**src/rtl/desired_drive_pipe.sv**
```systemverilog
// desired_drive_pipe: turns pedal torque, cadence, incline and assist level
// into a target motor current. The current is optionally slew-limited.
// Stages: factor conditioning -> two-cycle product -> saturate/slew/output.
// A sample taken at edge N appears with out_vld after edge N+3.
module desired_drive_pipe #(
  parameter int unsigned          TORQUE_W   = 12,
  parameter int unsigned          OUT_W      = 12,
  parameter logic [TORQUE_W-1:0]  TORQUE_MIN = TORQUE_W'(12'h380),
  parameter logic [OUT_W-1:0]     SLEW_STEP  = OUT_W'(12'h040)
) (
  input  logic                clk,
  input  logic                rst_n,
  input  logic                in_vld,
  input  logic [TORQUE_W-1:0] avg_torque,
  input  logic [4:0]          cadence,
  input  logic                not_pedaling,
  input  logic signed [12:0]  incline,
  input  logic [2:0]          scale,
  input  logic                slew_en,
  output logic                out_vld,
  output logic [OUT_W-1:0]    target_curr
);

  localparam int unsigned INC_W = 9;
  localparam int unsigned CAD_W = 6;
  localparam int unsigned SCL_W = 3;
  localparam int unsigned PA_W  = TORQUE_W + INC_W;
  localparam int unsigned PB_W  = CAD_W + SCL_W;
  localparam int unsigned PW    = PA_W + PB_W;
  localparam int          LSB_W = int'(PW) - 3 - int'(OUT_W);

  // ---------------- stage 1: factor conditioning ----------------
  logic signed [12:0]  inc_sat;
  logic signed [12:0]  inc_off;
  logic [INC_W-1:0]    inc_lim_c;
  logic [CAD_W-1:0]    cad_f_c;
  logic [TORQUE_W-1:0] torque_pos_c;

  logic                v1_q, v1_d;
  logic [INC_W-1:0]    inc_lim_q, inc_lim_d;
  logic [CAD_W-1:0]    cad_f_q, cad_f_d;
  logic [TORQUE_W-1:0] torque_pos_q, torque_pos_d;
  logic                np1_q, np1_d;
  logic [SCL_W-1:0]    scale1_q, scale1_d;
  logic                slew1_q, slew1_d;

  // Saturate incline to 10-bit signed, offset by 256 and clip into 0..511.
  always_comb begin
    inc_sat = incline;
    if (incline > 13'sd511) begin
      inc_sat = 13'sd511;
    end else if (incline < -13'sd512) begin
      inc_sat = -13'sd512;
    end
    inc_off = inc_sat + 13'sd256;
    if (inc_off < 13'sd0) begin
      inc_lim_c = '0;
    end else if (inc_off > 13'sd511) begin
      inc_lim_c = 9'd511;
    end else begin
      inc_lim_c = inc_off[INC_W-1:0];
    end
  end

  // Cadence and torque factors; both are zero below their thresholds.
  always_comb begin
    cad_f_c = '0;
    if (cadence > 5'd1) begin
      cad_f_c = CAD_W'(cadence) + 6'd32;
    end
    torque_pos_c = '0;
    if (avg_torque > TORQUE_MIN) begin
      torque_pos_c = avg_torque - TORQUE_MIN;
    end
  end

  // Stage 1 next state: capture factors only on valid samples.
  always_comb begin
    v1_d         = in_vld;
    inc_lim_d    = inc_lim_q;
    cad_f_d      = cad_f_q;
    torque_pos_d = torque_pos_q;
    np1_d        = np1_q;
    scale1_d     = scale1_q;
    slew1_d      = slew1_q;
    if (in_vld) begin
      inc_lim_d    = inc_lim_c;
      cad_f_d      = cad_f_c;
      torque_pos_d = torque_pos_c;
      np1_d        = not_pedaling;
      scale1_d     = scale;
      slew1_d      = slew_en;
    end
  end

  // Stage 1 registers.
  always_ff @(posedge clk) begin
    if (!rst_n) begin
      v1_q         <= 1'b0;
      inc_lim_q    <= '0;
      cad_f_q      <= '0;
      torque_pos_q <= '0;
      np1_q        <= 1'b0;
      scale1_q     <= '0;
      slew1_q      <= 1'b0;
    end else begin
      v1_q         <= v1_d;
      inc_lim_q    <= inc_lim_d;
      cad_f_q      <= cad_f_d;
      torque_pos_q <= torque_pos_d;
      np1_q        <= np1_d;
      scale1_q     <= scale1_d;
      slew1_q      <= slew1_d;
    end
  end

  // ---------------- stage 2a: partial products ----------------
  logic            va_q, va_d;
  logic [PA_W-1:0] pa_q, pa_d;
  logic [PB_W-1:0] pb_q, pb_d;
  logic            npa_q, npa_d;
  logic            slewa_q, slewa_d;

  // Split the four-way product into torque*incline and cadence*scale.
  always_comb begin
    va_d    = v1_q;
    pa_d    = pa_q;
    pb_d    = pb_q;
    npa_d   = npa_q;
    slewa_d = slewa_q;
    if (v1_q) begin
      pa_d    = PA_W'(torque_pos_q) * PA_W'(inc_lim_q);
      pb_d    = PB_W'(cad_f_q) * PB_W'(scale1_q);
      npa_d   = np1_q;
      slewa_d = slew1_q;
    end
  end

  // Stage 2a registers.
  always_ff @(posedge clk) begin
    if (!rst_n) begin
      va_q    <= 1'b0;
      pa_q    <= '0;
      pb_q    <= '0;
      npa_q   <= 1'b0;
      slewa_q <= 1'b0;
    end else begin
      va_q    <= va_d;
      pa_q    <= pa_d;
      pb_q    <= pb_d;
      npa_q   <= npa_d;
      slewa_q <= slewa_d;
    end
  end

  // ---------------- stage 2b: full product ----------------
  logic          v2_q, v2_d;
  logic [PW-1:0] prod_q, prod_d;
  logic          np2_q, np2_d;
  logic          slew2_q, slew2_d;

  // Final product, forced to zero when the rider is not pedaling.
  always_comb begin
    v2_d    = va_q;
    prod_d  = prod_q;
    np2_d   = np2_q;
    slew2_d = slew2_q;
    if (va_q) begin
      prod_d  = npa_q ? '0 : PW'(pa_q) * PW'(pb_q);
      np2_d   = npa_q;
      slew2_d = slewa_q;
    end
  end

  // Stage 2b registers.
  always_ff @(posedge clk) begin
    if (!rst_n) begin
      v2_q    <= 1'b0;
      prod_q  <= '0;
      np2_q   <= 1'b0;
      slew2_q <= 1'b0;
    end else begin
      v2_q    <= v2_d;
      prod_q  <= prod_d;
      np2_q   <= np2_d;
      slew2_q <= slew2_d;
    end
  end

  // Product LSBs below the output window are intentionally discarded.
  generate
    if (LSB_W > 0) begin : g_lsb
      logic unused_prod_lsb;
      assign unused_prod_lsb = ^prod_q[LSB_W-1:0];
    end
  endgenerate

  // ---------------- stage 3: saturate, slew, output ----------------
  logic [OUT_W-1:0] raw_c;
  logic [OUT_W:0]   up_sum;
  logic [OUT_W-1:0] up_lim;
  logic [OUT_W-1:0] dn_lim;
  logic [OUT_W-1:0] slewed_c;

  logic             out_vld_q, out_vld_d;
  logic [OUT_W-1:0] target_q, target_d;

  // Saturate the product into the output window.
  always_comb begin
    raw_c = prod_q[PW-4 -: OUT_W];
    if (|prod_q[PW-1 -: 3]) begin
      raw_c = '1;
    end
  end

  // Clamp the new value to within one step of the current output, no wrap.
  always_comb begin
    up_sum = {1'b0, target_q} + {1'b0, SLEW_STEP};
    up_lim = up_sum[OUT_W] ? '1 : up_sum[OUT_W-1:0];
    dn_lim = (target_q > SLEW_STEP) ? (target_q - SLEW_STEP) : '0;
    if (raw_c > up_lim) begin
      slewed_c = up_lim;
    end else if (raw_c < dn_lim) begin
      slewed_c = dn_lim;
    end else begin
      slewed_c = raw_c;
    end
  end

  // Output update; not pedaling bypasses the limiter so current drops at once.
  always_comb begin
    out_vld_d = v2_q;
    target_d  = target_q;
    if (v2_q) begin
      target_d = (slew2_q && !np2_q) ? slewed_c : raw_c;
    end
  end

  // Output registers; target_q doubles as the slew reference.
  always_ff @(posedge clk) begin
    if (!rst_n) begin
      out_vld_q <= 1'b0;
      target_q  <= '0;
    end else begin
      out_vld_q <= out_vld_d;
      target_q  <= target_d;
    end
  end

  assign out_vld     = out_vld_q;
  assign target_curr = target_q;

endmodule

```
**config.mk**
```make
export PLATFORM = sky130hd
export DESIGN_NAME = desired_drive_pipe
export DESIGN_NICKNAME = d
export VERILOG_FILES = /design/src/rtl/desired_drive_pipe.sv
export SDC_FILE = /design/constraint.sdc
export NUM_CORES = 1
export LEC_CHECK = 0
export ABC_AREA = 0
export CAP_MARGIN = 15
export CORE_MARGIN = 5
export CORE_UTILIZATION = 57
export CTS_CLUSTER_SIZE = 14
export DETAILED_ROUTE_END_ITERATION = 6
export PLACE_DENSITY = 0.77
export SKIP_CTS_REPAIR_TIMING = 1
export SYNTH_ARGS = -nofsm -noshare
export SYNTH_HDL_FRONTEND = slang
export SYNTH_SLANG_ARGS = --single-unit
```
**constraint.sdc**
```tcl
create_clock -name clk -period 6.2 [get_ports clk]
set_input_delay 0.62 -clock clk [delete_from_list [all_inputs] [get_ports clk]]
set_output_delay 0.62 -clock clk [all_outputs]
set_load 0.01 [all_outputs]
```
# [Yosys cells after proc, flatten, opt, wreduce, memory -nomap -nowiden]
# Index checks and enable logic that the tools add are counted.
[totals] register_bits=112 inputBits=38 output_inout_bits=13 word_cells=51
[op_classes] n_addsub=5 mul=3 order_cmp=9 muxes=13 n_reduce_logical=3
[op_table] operator="$mux 12" n=7
[op_table] operator="$mul 21x9->30" n=1
[op_table] operator="$mux 30" n=1
[op_table] operator="$gt 13x10->1 const B" n=2
[op_table] operator="$mux 13" n=2
[op_table] operator="$mul 12x9->21" n=1
[op_table] operator="$mux 9" n=2
[op_table] operator="$add 12x7->13 const B" n=1
[op_table] operator="$add 13x10->13 const B" n=1
[op_table] operator="$lt 13x1->1 const B" n=1
[op_table] operator="$lt 13x10->1 const B" n=1
[op_table] operator="$gt 12x10->1 const B" n=1
[op_table] operator="$gt 12x12->1" n=1
[op_table] operator="$gt 12x7->1 const B" n=1
[op_table] operator="$lt 12x12->1" n=1
[op_table] operator="$sub 12x10->12 const B" n=1
[op_table] operator="$sub 12x7->12 const B" n=1
[op_table] operator="$mul 6x3->9" n=1
[op_table] operator="$add 5x6->6 const B" n=1
[op_table] operator="$mux 6" n=1
[op_table] operator="$gt 5x1->1 const B" n=1
[op_table] operator="$reduce_or 3->1" n=1
[op_table] operator="$logic_and 1x1->1" n=1
[op_table] operator="$logic_not 1->1" n=1

# [Logic depth before layout (Yosys ltp)]
[depth] ltp_word=7 ltp_mapped=20 ltp_nobuf=19

# [Worst setup path after synthesis]
# OpenSTA, ideal clock, no wires.
[synth_timing] path_kind="register to register" startpoint="register pb_q[1]" endpoint="register prod_q[26]" arrival_time_ns=4.845 path_slack_ns=1.238 stages_incl_launch_ff=20 n_path_buf=2 period_less_slack_ns=4.962 cell_sequence="dfxtp_1 > clkbuf_1 > clkbuf_1 > nand2_1 > fa_1 > inv_1 > fa_1 > fa_1 > inv_1 > fa_1 > inv_1 > ha_1 > a211oi_1 > nand2b_1 > a21oi_1 > o211ai_1 > a41oi_1 > o21bai_1 > xor2_1 > a22o_1"
[synth_between] elab_chain_len=2
[synth_rtl] element="start, declared" line_no="120" rtl="logic [PB_W-1:0] pb_q, pb_d;"
[synth_rtl] element="start signal, assigned" line_no="150" rtl="pb_q <= pb_d;"
[synth_rtl] element="$mul 21x9->30" line_no="169" rtl="prod_d = npa_q ? '0 : PW'(pa_q) * PW'(pb_q);"
[synth_rtl] element="$mux 30" line_no="169"
[synth_rtl] element="end signal, assigned" line_no="184" rtl="prod_q <= prod_d;"
[synth_rtl] element="end, declared" line_no="158" rtl="logic [PW-1:0] prod_q, prod_d;"
# No other way between the ends.
# A chain may end at the register's enable or synchronous reset.

# [Worst setup path after layout]
[layout_timing] startpoint="register pb_q[4]" endpoint="register prod_q[26]"
# Same word-level chain as after synthesis.

==> flow_metrics.tcl <==
set metrics [dict create \
    cp_num_buf_inv 2 \
    drt_iter0_drc 498 \
    synth.cell_area_um2 14100 \
    grt_overflow 0 \
    data_required_time_at_the_worst_endpoint_ps 6450 \
    share_of_the_clock_period_used_by_the_worst_path 0.867 \
    die_y_um 167 \
    hold_path.class "reg -> reg" \
    clkSinkCount 97 \
    cp_cell_sequence "and2_1, fa_1, fa_1, fa_1, inv_1, fa_1, inv_1, ha_1, a211oi_1, nand2b_1, a21oi_1, o211ai_1, a41oi_1, o21bai_1, xor2_1, a22o_1" \
    critical-path-top-cell-by-count "sky130_fd_sc_hd__fa_1" \
    critPathSlowestCell "sky130_fd_sc_hd__dfxtp_1" \
    grt_max_degree 59 \
    drtAntennaViolNets 0 \
    synth-main-ff-cell "sky130_fd_sc_hd__dfxtp_1" \
    io_pins 51 \
    max_stage_delay_ps 830 \
    clock_h_tree_levels 3 \
    post_drt_wl_per_cell_um 15.4 \
    totalPowerFinal_uw 1670 \
    rows 57 \
    fin_setup_tns_ps 0 \
    proportion_of_register_bits_with_asynchronous_set_or_reset_after_synthesis 0 \
    max-clock-path-buffers 2 \
    netlist-cell-type-count 68 \
    powerDensity_nw_per_um2 112 \
    timing.max_cap.violations 0 \
    layout.filler_cells 2064 \
    drive_above_1_share 0.0188 \
    topRoutingLayerUsed "met4" \
    power_leakage_uw 0.00753 \
    die_wd_um 167 \
    number_of_antenna_violations_at_the_first_check_in_global_routing 0 \
    place.port_buffers 50 \
    synth_edf_count 0 \
    finalHoldViolCount 0 \
    gp_routability_congestion 0.894 \
    synth-warning-count 0 \
    worstPathMaxFanout 22 \
    mappedNetlistNets 1989 \
    detail_route.drc_violations 0 \
    tightestPinTransition_ps 1090 \
    rsz0062_at_grt "no" \
    yosys_reg_bits 97 \
    grt.total_usage 0.217 \
    outcome "finished, final reports clean" \
    clk-insertion-delay-late_ps 360 \
    grt_pass1_vias 10715 \
    tritoncts "built" \
    worstSetupEndpointType "register" \
    setup.worst_path.class "reg -> reg" \
    core-area_um2 24300 \
    initial_utilization 0.578 \
    achievable-frequency_mhz 186 \
    place_hpwl_um 23800 \
    max_slew_margin 0.272 \
    met1_length_um 13600 \
    cts.root.buffer_cell "sky130_fd_sc_hd__clkbuf_16" \
    setup_viol_count_final 0 \
    worstSetupStartpointType "register" \
    number_of_buffers_created_by_cts 9 \
    routed_wl_um 29700 \
    critical-path-top-delay-family "adder cells" \
    grt_first_pass_wirelength_um 51200 \
    timing.final.crit_period_ps 5370 \
    timing.clock.skew_ps 10.4 \
    fp.dieArea_um2 27900 \
    sequential_to_total_area_share_from_yosys_stat 0.138 \
    detailroute.wirelength.met2_um 14500 \
    num_vias 10446 \
    syn-mean-instance-area_um2 8.70 \
    drt-pass1-iter-count 5 \
    critical_path_arrival_ps 5620 \
    n_antenna_cell 0 \
    layout-area-overhead-vs-synth_pct 6.55 \
    final_nets 1966 \
    post_synth_inst_count 1617 \
    power.ir.vdd_worst_uv 138 \
    vias_per_cell 5.43 \
    route.met3.wl_um 1150 \
    clkTransAtPathRegs_ps 70 \
    slew_violations 0 \
]
-- cell families after synthesis --
group,share of synthesized area
adder cells (fa/ha/maj),0.409
XOR/XNOR,0.0230
AND/OR/NAND/NOR,0.204
flip-flops,0.138
buffers and inverters,0.0955
multiplexers,0.0265
AO/OA/AOI/OAI,0.104
-- synthesized netlist by cell type, types with 10 or more instances --
library cell,instances,area (µm²)
sky130_fd_sc_hd__o21ai_1,22,110
sky130_fd_sc_hd__xnor2_1,19,166
sky130_fd_sc_hd__a22o_1,34,298
sky130_fd_sc_hd__a211oi_1,11,82.6
sky130_fd_sc_hd__mux2i_1,35,350
sky130_fd_sc_hd__inv_1,266,998
sky130_fd_sc_hd__nor3_1,19,95.1
sky130_fd_sc_hd__xor2_1,18,158
sky130_fd_sc_hd__nor2b_1,46,288
sky130_fd_sc_hd__dfxtp_1,97,1940
sky130_fd_sc_hd__o21a_1,10,75.1
sky130_fd_sc_hd__nand3_1,16,80.1
sky130_fd_sc_hd__nor2_1,48,180
sky130_fd_sc_hd__ha_1,125,1560
sky130_fd_sc_hd__clkbuf_1,80,300
sky130_fd_sc_hd__nand2b_1,25,156
sky130_fd_sc_hd__o21ai_0,12,60.1
sky130_fd_sc_hd__nand2_1,194,728
sky130_fd_sc_hd__fa_1,209,4180
sky130_fd_sc_hd__and2_1,163,1020
sky130_fd_sc_hd__a21oi_1,38,190
sky130_fd_sc_hd__a21o_1,22,165
-- worst register-to-register path: cells and delay by family (launching register included) --
kind            cells  cell delay, ps
compound gates      6            1490
simple gates        2             360
buf+inv             2             100
xor+xnor            1             150
flops               1             830
fa+ha+maj           5            2340
-- stage by stage --
stage	std cells	setup slack (ps)	hold WS (ps)	utilization	area, µm²
6_report	1923	826	495	0.616	15000
5_1_grt	1923	474	526	0.616	15000
4_1_cts	1923	832	494	0.616	15000
3_5_place_dp	1907	868	479	0.603	14700
3_3_place_gp	1907	1010	478	0.603	14700
2_1_floorplan	1617	1240	448	-	14100
-- power by group --
| group | switching [µW] | internal (µW) | leakage [µW] | total (µW) |
|---|---|---|---|---|
| Clock | 272 | 362 | 0.000160 | 634 |
| Sequential | 75.0 | 648 | 0.000790 | 723 |
| Combinational | 163 | 154 | 0.00658 | 318 |
| Total | 510 | 1160 | 0.00753 | 1670 |
-- final cells by class --
| class | count | area (µm²) | area share |
|---|---|---|---|
| clock inverters | 7 | 108 | 0.00718 |
| inverters | 267 | 1000 | 0.0669 |
| repair buffers | 53 | 523 | 0.0349 |
| multi-input cells | 1166 | 10800 | 0.719 |
| flip-flops and latches | 97 | 1940 | 0.130 |
| well taps | 324 | 405 | 0.0270 |
| clock buffers | 9 | 225 | 0.0150 |
-- per-layer routing --
metal,track usage,vias to the layer above
li1,-,5061
met1,0.291,5140
met2,0.377,212
met3,0.0316,33
met4,0.0466,0
met5,0,-
-- cell usage in the layout, fill, tap and decap left out, types with 4 or more instances in the layout --
cell type                         synthesis  final
sky130_fd_sc_hd__inv_1                  266    266
sky130_fd_sc_hd__fa_1                   209    209
sky130_fd_sc_hd__nand2_1                194    194
sky130_fd_sc_hd__and2_1                 163    163
sky130_fd_sc_hd__ha_1                   125    125
sky130_fd_sc_hd__dfxtp_1                 97     96
sky130_fd_sc_hd__clkdlybuf4s50_1          0     50
sky130_fd_sc_hd__nor2_1                  48     48
sky130_fd_sc_hd__nor2b_1                 46     46
sky130_fd_sc_hd__a21oi_1                 38     38
sky130_fd_sc_hd__mux2i_1                 35     35
sky130_fd_sc_hd__a22o_1                  34     34
sky130_fd_sc_hd__nand2b_1                25     25
sky130_fd_sc_hd__o21ai_1                 22     22
sky130_fd_sc_hd__a21o_1                  22     22
sky130_fd_sc_hd__nor3_1                  19     19
sky130_fd_sc_hd__xnor2_1                 19     19
sky130_fd_sc_hd__xor2_1                  18     18
sky130_fd_sc_hd__nand3_1                 16     16
sky130_fd_sc_hd__o21ai_0                 12     12
sky130_fd_sc_hd__a211oi_1                11     11
sky130_fd_sc_hd__o21a_1                  10     10
sky130_fd_sc_hd__clkbuf_16                0      9
sky130_fd_sc_hd__nand4_1                  7      7
sky130_fd_sc_hd__nand3b_1                 7      7
sky130_fd_sc_hd__a32o_1                   7      7
sky130_fd_sc_hd__o211a_1                  7      7
sky130_fd_sc_hd__or3_1                    5      5
sky130_fd_sc_hd__o31ai_1                  5      5
sky130_fd_sc_hd__a31oi_1                  5      5
sky130_fd_sc_hd__a41oi_1                  4      4
sky130_fd_sc_hd__and3_1                   4      4
-- worst paths after layout --
kind | from | to | slack (ps) | depth (start not counted)
hold reg to reg | prod_q[27]$_SDFFE_PN0P_ | prod_q[27]$_SDFFE_PN0P_ | 490 | 2
setup reg to reg | pb_q[4]$_SDFFE_PN0P_ | prod_q[26]$_SDFFE_PN0P_ | 830 | 16
setup / recovery | pb_q[4]$_SDFFE_PN0P_ | prod_q[26]$_SDFFE_PN0P_ | 830 | 16
hold / removal | prod_q[27]$_SDFFE_PN0P_ | prod_q[27]$_SDFFE_PN0P_ | 490 | 2
-- registers in the layout (all words and copies together), names as in the netlist, 3 cells and up --
name	cells
pa_q	21
prod_q	15
target_curr	12
torque_pos_q	12
inc_lim_q	9
pb_q	9
cad_f_q	6
scale1_q	3
No activity file was read; power rests on OpenSTA's default activity.
